===== src/rtl/hni_qos_req_sched.sv =====
// hni_qos_req_sched: two-class (high/low QoS) request scheduler for the HNI
// RN-F MSHR entries. Each class uses round-robin. High beats low. The chosen
// entry is registered and held under a valid/ready handshake until it is
// accepted.
// Optional feature macro: HNI_QOS_STARVE_PROMOTE_EN. When it is defined, a
// starvation counter promotes the low class after STARVE_THRESH consecutive
// high grants that were made while low requests were pending.
module hni_qos_req_sched #(
  parameter int ENTRIES_NUM   = 16,
  parameter int ENTRY_IDX_W   = 4,
  parameter int STARVE_THRESH = 4,
  parameter int STARVE_CNT_W  = 3
) (
  input  logic                   clk,
  input  logic                   rst,
  input  logic [ENTRIES_NUM-1:0] req_vec,
  input  logic [ENTRIES_NUM-1:0] req_hi_vec,
  input  logic                   sched_ready,
  output logic                   sched_valid,
  output logic [ENTRIES_NUM-1:0] sched_sel_vec,
  output logic [ENTRY_IDX_W-1:0] sched_sel_idx,
  output logic                   sched_sel_hi,
  output logic                   sched_promoted
);

  typedef enum logic {IDLE, HOLD} state_t;

  state_t                 state;
  logic [ENTRIES_NUM-1:0] ptr_hi, ptr_lo, ptr_hi_nxt, ptr_lo_nxt;
  logic [ENTRIES_NUM-1:0] elig, hi_req, lo_req, class_req, class_ptr, masked_req, pick_vec;
  logic                   accept, withdraw, promote, pick_hi, pick_valid, load, clear;

`ifdef HNI_QOS_STARVE_PROMOTE_EN
  localparam logic [STARVE_CNT_W-1:0] THRESH_CNT = STARVE_CNT_W'(STARVE_THRESH);
  logic [STARVE_CNT_W-1:0] starve_cnt, cnt_nxt;
  logic [ENTRIES_NUM-1:0]  lo_all;
`else
  // Keeps the starvation parameters referenced while promotion is compiled out.
  logic unused_starve_cfg;
  assign unused_starve_cfg = (STARVE_THRESH > STARVE_CNT_W);
`endif

  // Lowest set bit of v, returned as a one-hot vector.
  function automatic logic [ENTRIES_NUM-1:0] lowest_bit(input logic [ENTRIES_NUM-1:0] v);
    logic [ENTRIES_NUM-1:0] r;
    logic                   found;
    r     = '0;
    found = 1'b0;
    for (int i = 0; i < ENTRIES_NUM; i++) begin
      if (v[i] && !found) begin
        r[i]  = 1'b1;
        found = 1'b1;
      end
    end
    return r;
  endfunction

  // Thermometer mask that keeps only the entries above k.
  function automatic logic [ENTRIES_NUM-1:0] above_mask(input logic [ENTRY_IDX_W-1:0] k);
    logic [ENTRIES_NUM-1:0] m;
    m = '0;
    for (int i = 0; i < ENTRIES_NUM; i++) m[i] = (i > int'(k));
    return m;
  endfunction

  // Binary encode of a one-hot vector.
  function automatic logic [ENTRY_IDX_W-1:0] encode(input logic [ENTRIES_NUM-1:0] v);
    logic [ENTRY_IDX_W-1:0] idx;
    idx = '0;
    for (int i = 0; i < ENTRIES_NUM; i++) begin
      if (v[i]) idx = ENTRY_IDX_W'(i);
    end
    return idx;
  endfunction

  // Accept and withdraw decode, mask and counter updates, and the fresh pick.
  always_comb begin
    // NOTE: each variable gets a default first, so no path leaves it unassigned and no latch is inferred.
    accept     = (state == HOLD) && sched_ready;
    withdraw   = (state == HOLD) && !sched_ready && ((req_vec & sched_sel_vec) == '0);
    ptr_hi_nxt = ptr_hi;
    ptr_lo_nxt = ptr_lo;
    if (accept) begin
      if (sched_sel_hi) ptr_hi_nxt = above_mask(sched_sel_idx);
      else              ptr_lo_nxt = above_mask(sched_sel_idx);
    end
    // The accepted entry is excluded from the pick made in the same cycle.
    elig   = accept ? (req_vec & ~sched_sel_vec) : req_vec;
    hi_req = elig & req_hi_vec;
    lo_req = elig & ~req_hi_vec;
`ifdef HNI_QOS_STARVE_PROMOTE_EN
    lo_all  = req_vec & ~req_hi_vec;
    cnt_nxt = starve_cnt;
    if (lo_all == '0) begin
      cnt_nxt = '0;
    end else if (accept) begin
      if (!sched_sel_hi)                 cnt_nxt = '0;
      else if (starve_cnt != THRESH_CNT) cnt_nxt = starve_cnt + STARVE_CNT_W'(1);
    end
    promote = (cnt_nxt == THRESH_CNT) && (lo_req != '0);
`else
    promote = 1'b0;
`endif
    pick_hi    = !promote && (hi_req != '0);
    class_req  = pick_hi ? hi_req : lo_req;
    class_ptr  = pick_hi ? ptr_hi_nxt : ptr_lo_nxt;
    masked_req = class_req & class_ptr;
    pick_vec   = (masked_req != '0) ? lowest_bit(masked_req) : lowest_bit(class_req);
    pick_valid = (elig != '0);
    load       = ((state == IDLE) || accept) && pick_valid;
    clear      = (((state == IDLE) || accept) && !pick_valid) || withdraw;
  end

  // Handshake FSM with the registered selection and the round-robin masks.
  always_ff @(posedge clk or posedge rst) begin
    // NOTE: sequential state uses non-blocking assignments, so every register samples pre-edge values.
    if (rst) begin
      state         <= IDLE;
      ptr_hi        <= '0;
      ptr_lo        <= '0;
      sched_valid   <= 1'b0;
      sched_sel_vec <= '0;
      sched_sel_idx <= '0;
      sched_sel_hi  <= 1'b0;
    end else begin
      ptr_hi <= ptr_hi_nxt;
      ptr_lo <= ptr_lo_nxt;
      if (load) begin
        state         <= HOLD;
        sched_valid   <= 1'b1;
        sched_sel_vec <= pick_vec;
        sched_sel_idx <= encode(pick_vec);
        sched_sel_hi  <= pick_hi;
      end else if (clear) begin
        state         <= IDLE;
        sched_valid   <= 1'b0;
        sched_sel_vec <= '0;
        sched_sel_idx <= '0;
        sched_sel_hi  <= 1'b0;
      end
    end
  end

`ifdef HNI_QOS_STARVE_PROMOTE_EN
  // Starvation counter and the promoted flag that travels with the selection.
  always_ff @(posedge clk or posedge rst) begin
    if (rst) begin
      starve_cnt     <= '0;
      sched_promoted <= 1'b0;
    end else begin
      starve_cnt <= cnt_nxt;
      if (load)       sched_promoted <= promote;
      else if (clear) sched_promoted <= 1'b0;
    end
  end
`else
  assign sched_promoted = 1'b0;
`endif

endmodule

===== config.mk =====
export PLATFORM = sky130hd
export DESIGN_NAME = hni_qos_req_sched
export DESIGN_NICKNAME = d
export VERILOG_FILES = /design/src/rtl/hni_qos_req_sched.sv
export SDC_FILE = /design/constraint.sdc
export NUM_CORES = 1
export LEC_CHECK = 0
export CAP_MARGIN = 10
export CELL_PAD_IN_SITES_DETAIL_PLACEMENT = 1
export CELL_PAD_IN_SITES_GLOBAL_PLACEMENT = 1
export CORE_MARGIN = 4
export CORE_UTILIZATION = 27
export CTS_CLUSTER_SIZE = 16
export DETAILED_ROUTE_END_ITERATION = 12
export PLACE_DENSITY = 0.65
export SLEW_MARGIN = 20
export SYNTH_ARGS = -nofsm -noshare
export SYNTH_HDL_FRONTEND = slang
export SYNTH_SLANG_ARGS = --single-unit

===== constraint.sdc =====
create_clock -name clk -period 2.8 [get_ports clk]
set_input_delay 0.56 -clock clk [delete_from_list [all_inputs] [get_ports clk]]
set_output_delay 0.56 -clock clk [all_outputs]
set_load 0.1 [all_outputs]

Word level (Yosys, flattened, before mapping)
Cells that the tools add are included.
{ "word_totals": {"register_bits": 54, "input_bits": 35} }
{ "op_classes": {"order_cmp": 15, "mux": 90, "bitwise_logic": 8, "n_reduce_logical": 74} }
{ "ops": {"columns": ["op", "n"], "rows": [
  ["$mux 16", 10],
  ["$and 16x16->16", 5],
  ["$mux 1", 64],
  ["$mux 4", 16],
  ["$reduce_bool 16->1", 3],
  ["$logic_and 1x1->1", 35],
  ["$gt 4x4->1 const A", 8],
  ["$logic_not 1->1", 32],
  ["$not 16->16", 2],
  ["$gt 3x4->1 const A", 4],
  ["$logic_not 16->1", 1],
  ["$gt 2x4->1 const A", 2],
  ["$gt 1x4->1 const A", 1],
  ["$logic_or 1x1->1", 2],
  ["$reduce_bool 2->1", 1],
  ["$not 1->1", 1]
]} }

Depth between registers and ports, before layout
Gate-level depths: netlist (run 1).
{ "depth": {"ltp_word": 70, "depth_mapped": 13, "depth_no_buf": 10} }

Worst setup path before layout (run 1)
Ideal clock, no wire load.
{ "synth_timing": {"kind": "register to register", "from": "register state", "to": "register sched_sel_idx[1]", "setup_ns": 0.134, "t_arrival_ns": 3.584, "t_required_ns": 2.666, "path_slack_ns": -0.918, "path_stages_with_launch": 14, "n_path_buf": 3, "synth_period_minus_slack_ns": 3.718, "cell_sequence": "dfrtp_1 buf_6 nand3_1 a32o_1 nor2_4 and4_1 buf_2 mux2i_1 nor2_2 and2_1 buf_6 a31o_1 a2111oi_2 a31oi_1"} }
{ "synth_between": {"elab_chain_len": 55} }
{ "synth_lines": {"columns": ["item", "line", "source"], "rows": [
  ["from (decl)", "28", "state_t state;"],
  ["from (signal assigned)", "118", "state <= IDLE;"],
  ["from (signal assigned)", "129", "state <= HOLD;"],
  ["from (signal assigned)", "135", "state <= IDLE;"],
  ["$logic_and 1x1->1", "79", "accept = (state == HOLD) && sched_ready;"],
  ["$mux 16", "88", "elig = accept ? (req_vec & ~sched_sel_vec) : req_vec;"],
  ["$and 16x16->16", "89", "hi_req = elig & req_hi_vec;"],
  ["$reduce_bool 16->1", "104", "pick_hi = !promote && (hi_req != '0);"],
  ["$mux 16 (on tied branches)", "105, 106", null],
  ["$and 16x16->16", "107", "masked_req = class_req & class_ptr;"],
  ["$mux 1", "50", "if (v[i] && !found) begin"],
  ["$logic_not 1->1", "50", null],
  ["[... 39 more ...]", null, null],
  ["$logic_and 1x1->1", "50", null],
  ["$mux 1", "50", null],
  ["$logic_not 1->1", "50", null],
  ["$logic_and 1x1->1", "50", null],
  ["$mux 1", "50", null],
  ["$mux 16", "108", "pick_vec = (masked_req != '0) ? lowest_bit(masked_req) : lowest_bit(class_req);"],
  ["$mux 4", "71", "if (v[i]) idx = ENTRY_IDX_W'(i);"],
  ["$mux 4", "128", "if (load) begin"],
  ["to (signal assigned)", "132", "sched_sel_idx <= encode(pick_vec);"],
  ["to (decl)", "21", "output logic [ENTRY_IDX_W-1:0] sched_sel_idx,"]
]} }
Several ways; a longest one is shown, not always the timed one.
A chain may end at the register's enable or synchronous reset.

Final worst setup path (run 1)
Same ends and word-level chain as after synthesis.

==> results.py, run 1 <==
metrics = {
    "critical_path": {
        "critical_path.n_buffers_inverters": 2,
        "data_required_time_at_the_worst_endpoint_ns": 2.99,
        "timing.critical_path.cells": "buf_8, and3_4, buf_6, mux2i_4, o2bb2ai_4, nor4bb_2, nand4_1, a2bb2oi_4, a21o_1, nor4b_4, a2111oi_4, a31oi_1",
        "crit_path_top_delay_cell": "dfrtp_2",
        "cp_top_family": "simple AND/OR/NAND/NOR gates",
        "critical_path_peak_fanout": 6,
        "setup.worst_path.start_class": "flop",
        "critPathCaptureType": "flop",
        "worst_path_largest_cell_delay_ns": 0.48,
        "worst_path_arrival_ns": 3.77,
        "timing.setup.critical_path_class": "reg2reg",
    },
    "power_and_ir_drop": {
        "cellLeakagePower_nw": 3.15,
        "ir_drop_v": 0.000513,
        "power_density_nw_per_um2": 828,
    },
    "synth": {
        "ys.warnings.count": 0,
        "avgSynthCellArea_um2": 8.77,
        "synth_sequential_area_ratio_pct": 34.5,
        "synth_seq_cells": 54,
        "post_synth_main_area_contributors": "dfrtp_1 34%, nand2_1 4.3%, mux2i_1 3.8%",
        "yosys.cell_count.top_type": "dfrtp_1",
        "yosys.cell_types.count": 70,
        "synth-main-ff-cell": "dfrtp_1",
        "yosysTopAreaCell": "dfrtp_1",
        "synth-async-reset-ratio_pct": 100,
        "synthesis.area_um2": 3920,
        "synth_top_area_share_pct": 34.5,
        "mappedNetlistNets": 482,
        "post_synth_inst_count": 447,
        "number_of_enable_flip_flop_cells_after_synthesis": 0,
        "top_cells_by_instance_count_after_synthesis": "54 x dfrtp_1, 45 x nand2_1, 31 x nor2_1, 26 x nand3_1, 22 x inv_1",
    },
    "detailed_routing": {
        "final_routed_wirelength_um": 22500,
        "detail_route.drc_violations": 0,
        "wl_per_cell_um": 25.0,
        "postRouteAntennaNets": 0,
        "average_vias_per_placed_instance": 5.73,
        "vias": 5163,
        "router_iterations_before_antenna_repair": 5,
        "detail_route.iter0.violations": 412,
    },
    "cells_and_area": {
        "fin_util_pct": 51.5,
        "filler_cell_count": 1603,
        "area_growth_syn_to_layout_pct": 84.5,
        "design.final.nets": 756,
        "post_route_cells_drive_above_1_share_pct": 56.2,
        "antenna_diode_count": 0,
    },
    "clocking": {
        "h-tree-depth": 2,
        "cts_root_buf": "clkbuf_16",
        "cts_inserted_buffers": 5,
        "clock-sinks": 54,
        "clk_pin_slew_ns": 0.08,
        "clockBufferDepth": 2,
        "cts_tree": "built",
        "clkLatencyLatePin_ns": 0.32,
        "post_cts_hold_buffer_count": 0,
    },
    "sta": {
        "maxSlewHeadroom_pct": 34.7,
        "tightestPinTransition_ns": 0.978,
        "final_sum_of_negative_setup_slack_ns": -9.11,
        "setup_ws_ns": -0.778,
        "finalMaxSlewViolations": 0,
        "worst_clk_skew_ns": 0.0144,
        "timing.fmax_mhz": 279,
        "timing.final.hold_violations": 0,
        "min_period_over_period_pct": 128,
        "final-setup-viol-count": 20,
        "unrepaired_setup_endpoints_after_global_routing": "true",
        "period_minus_slack_ns": 3.58,
    },
    "die": {
        "core.rowCount": 43,
        "top_level_ports": 58,
        "start_util_pct": 27.9,
        "core_area_um2": 14000,
        "die_height_um": 128,
        "die_area_um2": 16500,
        "die_width_um": 128,
    },
    "global_route": {
        "globalRouteTotalUtil_pct": 24.6,
        "grt_max_degree": 36,
        "grt_overflow": 0,
        "wire_length_of_the_first_global_routing_pass_um": 31000,
        "number_of_antenna_violations_at_the_first_check_in_global_routing": 0,
        "via_count_of_the_first_global_routing_pass": 5407,
    },
    "hold_path": {
        "worstHoldPathType": "reg2reg",
    },
    "run_status": {
        "failed_checks": "negative setup slack",
        "outcome": "complete, but fails checks",
    },
    "place": {
        "hpwlAfterDp_um": 15700,
        "numPortBuffers": 56,
        "place_congestion": 0.958,
    },
    "job": {
        "max-cap-violations": 0,
    },
}
[layout make-up]
| type | instances | area, um^2 | area share, % |
|---|---|---|---|
| clock buffers | 5 | 125 | 1.73 |
| clock inverters | 2 | 15.0 | 0.208 |
| inverters | 22 | 82.6 | 1.14 |
| multi-input cells | 346 | 3030 | 41.9 |
| flip-flops and latches | 54 | 1380 | 19.1 |
| well taps | 180 | 225 | 3.12 |
| repair buffers | 292 | 2380 | 32.9 |
[state kept, by name, summed over array words and instances, names as in the netlist]
name,cells
ptr_hi,16
ptr_lo,16
sched_sel_hi,1
sched_sel_idx,4
sched_sel_vec,16
state,1
[worst reg2reg max path, cell delays in order, from the launching register on]
cell and delay [ns]:
dfrtp_2 0.48, buf_8 0.16, and3_4 0.26, buf_6 0.13, mux2i_4 0.26, o2bb2ai_4 0.11
nor4bb_2 0.38, nand4_1 0.31, a2bb2oi_4 0.36, a21o_1 0.19, nor4b_4 0.39, a2111oi_4 0.11
a31oi_1 0.33
[logic make-up (layout without fill, tap and decap cells)]
kind of cell           after synthesis  in the layout  share of synthesized area, %
other                                1              1                        0.0957
buffers and inverters               47            321                          6.00
AO/OA/AOI/OAI                      131            131                          25.1
flip-flops                          54             54                          34.5
AND/OR/NAND/NOR                    191            191                          28.2
multiplexers                        23             23                          6.13
[through the flow]
stage / instances / cell area (um^2) / worst slack (ns) / hold slack (ns) / power [W]
2_1_floorplan: 447 / 4040 / -0.386 / 0.440 / 0.00301
3_3_place_gp: 852 / 6090 / -1.47 / 0.467 / 0.00428
3_5_place_dp: 852 / 6090 / -1.62 / 0.491 / 0.00437
4_1_cts: 885 / 6880 / -0.322 / 0.509 / 0.00552
5_1_grt: 901 / 7230 / -0.757 / 0.530 / 0.00621
6_report: 901 / 7230 / -0.778 / 0.510 / 0.00599
[repair_timing]
item / in CTS / in global routing
gates resized for setup: 107 / 44
endpoints found under the setup margin: 22 / 21
pin swaps: 43 / 19
setup buffers: 27 / 17
[cells in the final DEF, fill, tap and decap left out, types with 6 or more instances in the layout]
cell	count
mux2i_4	7
inv_1	21
o21ai_0	10
nor2_1	28
dfrtp_2	22
buf_4	237
and3_4	12
nand3_1	20
dfrtp_1	32
nand3_2	6
buf_6	18
dlygate4sd2_1	9
nand2_1	44
nand4_1	9
a21oi_1	18
clkdlybuf4s50_1	24
a22o_1	12
and2_1	9
o21ai_1	8
a22oi_1	10
[metal layers]
metal  share of wire, %  wire length [um]  vias up  track usage, %
met5                  0                 0        -               0
met4                4.9              1100        0            10.4
met3                6.1              1360       76            3.74
met2                 49             11100      239            43.1
met1                 40              8940     2599            30.0
li1                   -                 -     2249               -
[final timing paths]
kind / slack, ns / depth (start not counted) / startpoint / end
worst max-delay path: -0.78 / 12 / state / sched_sel_idx[1]
worst min-delay path: 0.51 / 1 / ptr_hi[13] / ptr_hi[13]
worst max register to register: -0.78 / 12 / state / sched_sel_idx[1]
worst min register to register: 0.51 / 1 / ptr_hi[13] / ptr_hi[13]
max in group asynchronous: 1.60 / 3 / rst / sched_sel_idx[3]
min in group asynchronous: 0.59 / 2 / rst / ptr_hi[5]
[power by group]
group | internal [W] | switching (W)
clock | 0.000329 | 0.000340
combinational | 0.00172 | 0.00232
sequential | 0.00104 | 0.000236
No activity file was read; power rests on OpenSTA's default activity.
==> inputs of run 2 (changes only) <==
--- a/config.mk
+++ b/config.mk
@@ -5,7 +5,7 @@
 export SDC_FILE = /design/constraint.sdc
 export NUM_CORES = 1
 export LEC_CHECK = 0
-export CAP_MARGIN = 10
+export CAP_MARGIN = 20
 export CELL_PAD_IN_SITES_DETAIL_PLACEMENT = 1
 export CELL_PAD_IN_SITES_GLOBAL_PLACEMENT = 1
 export CORE_MARGIN = 4
@@ -13,7 +13,7 @@
 export CTS_CLUSTER_SIZE = 16
 export DETAILED_ROUTE_END_ITERATION = 12
 export PLACE_DENSITY = 0.65
-export SLEW_MARGIN = 20
+export SLEW_MARGIN = 0
 export SYNTH_ARGS = -nofsm -noshare
 export SYNTH_HDL_FRONTEND = slang
 export SYNTH_SLANG_ARGS = --single-unit
==> results of run 2 <==
Same layout as run 1: the final DEF is identical, and so are final timing and power.
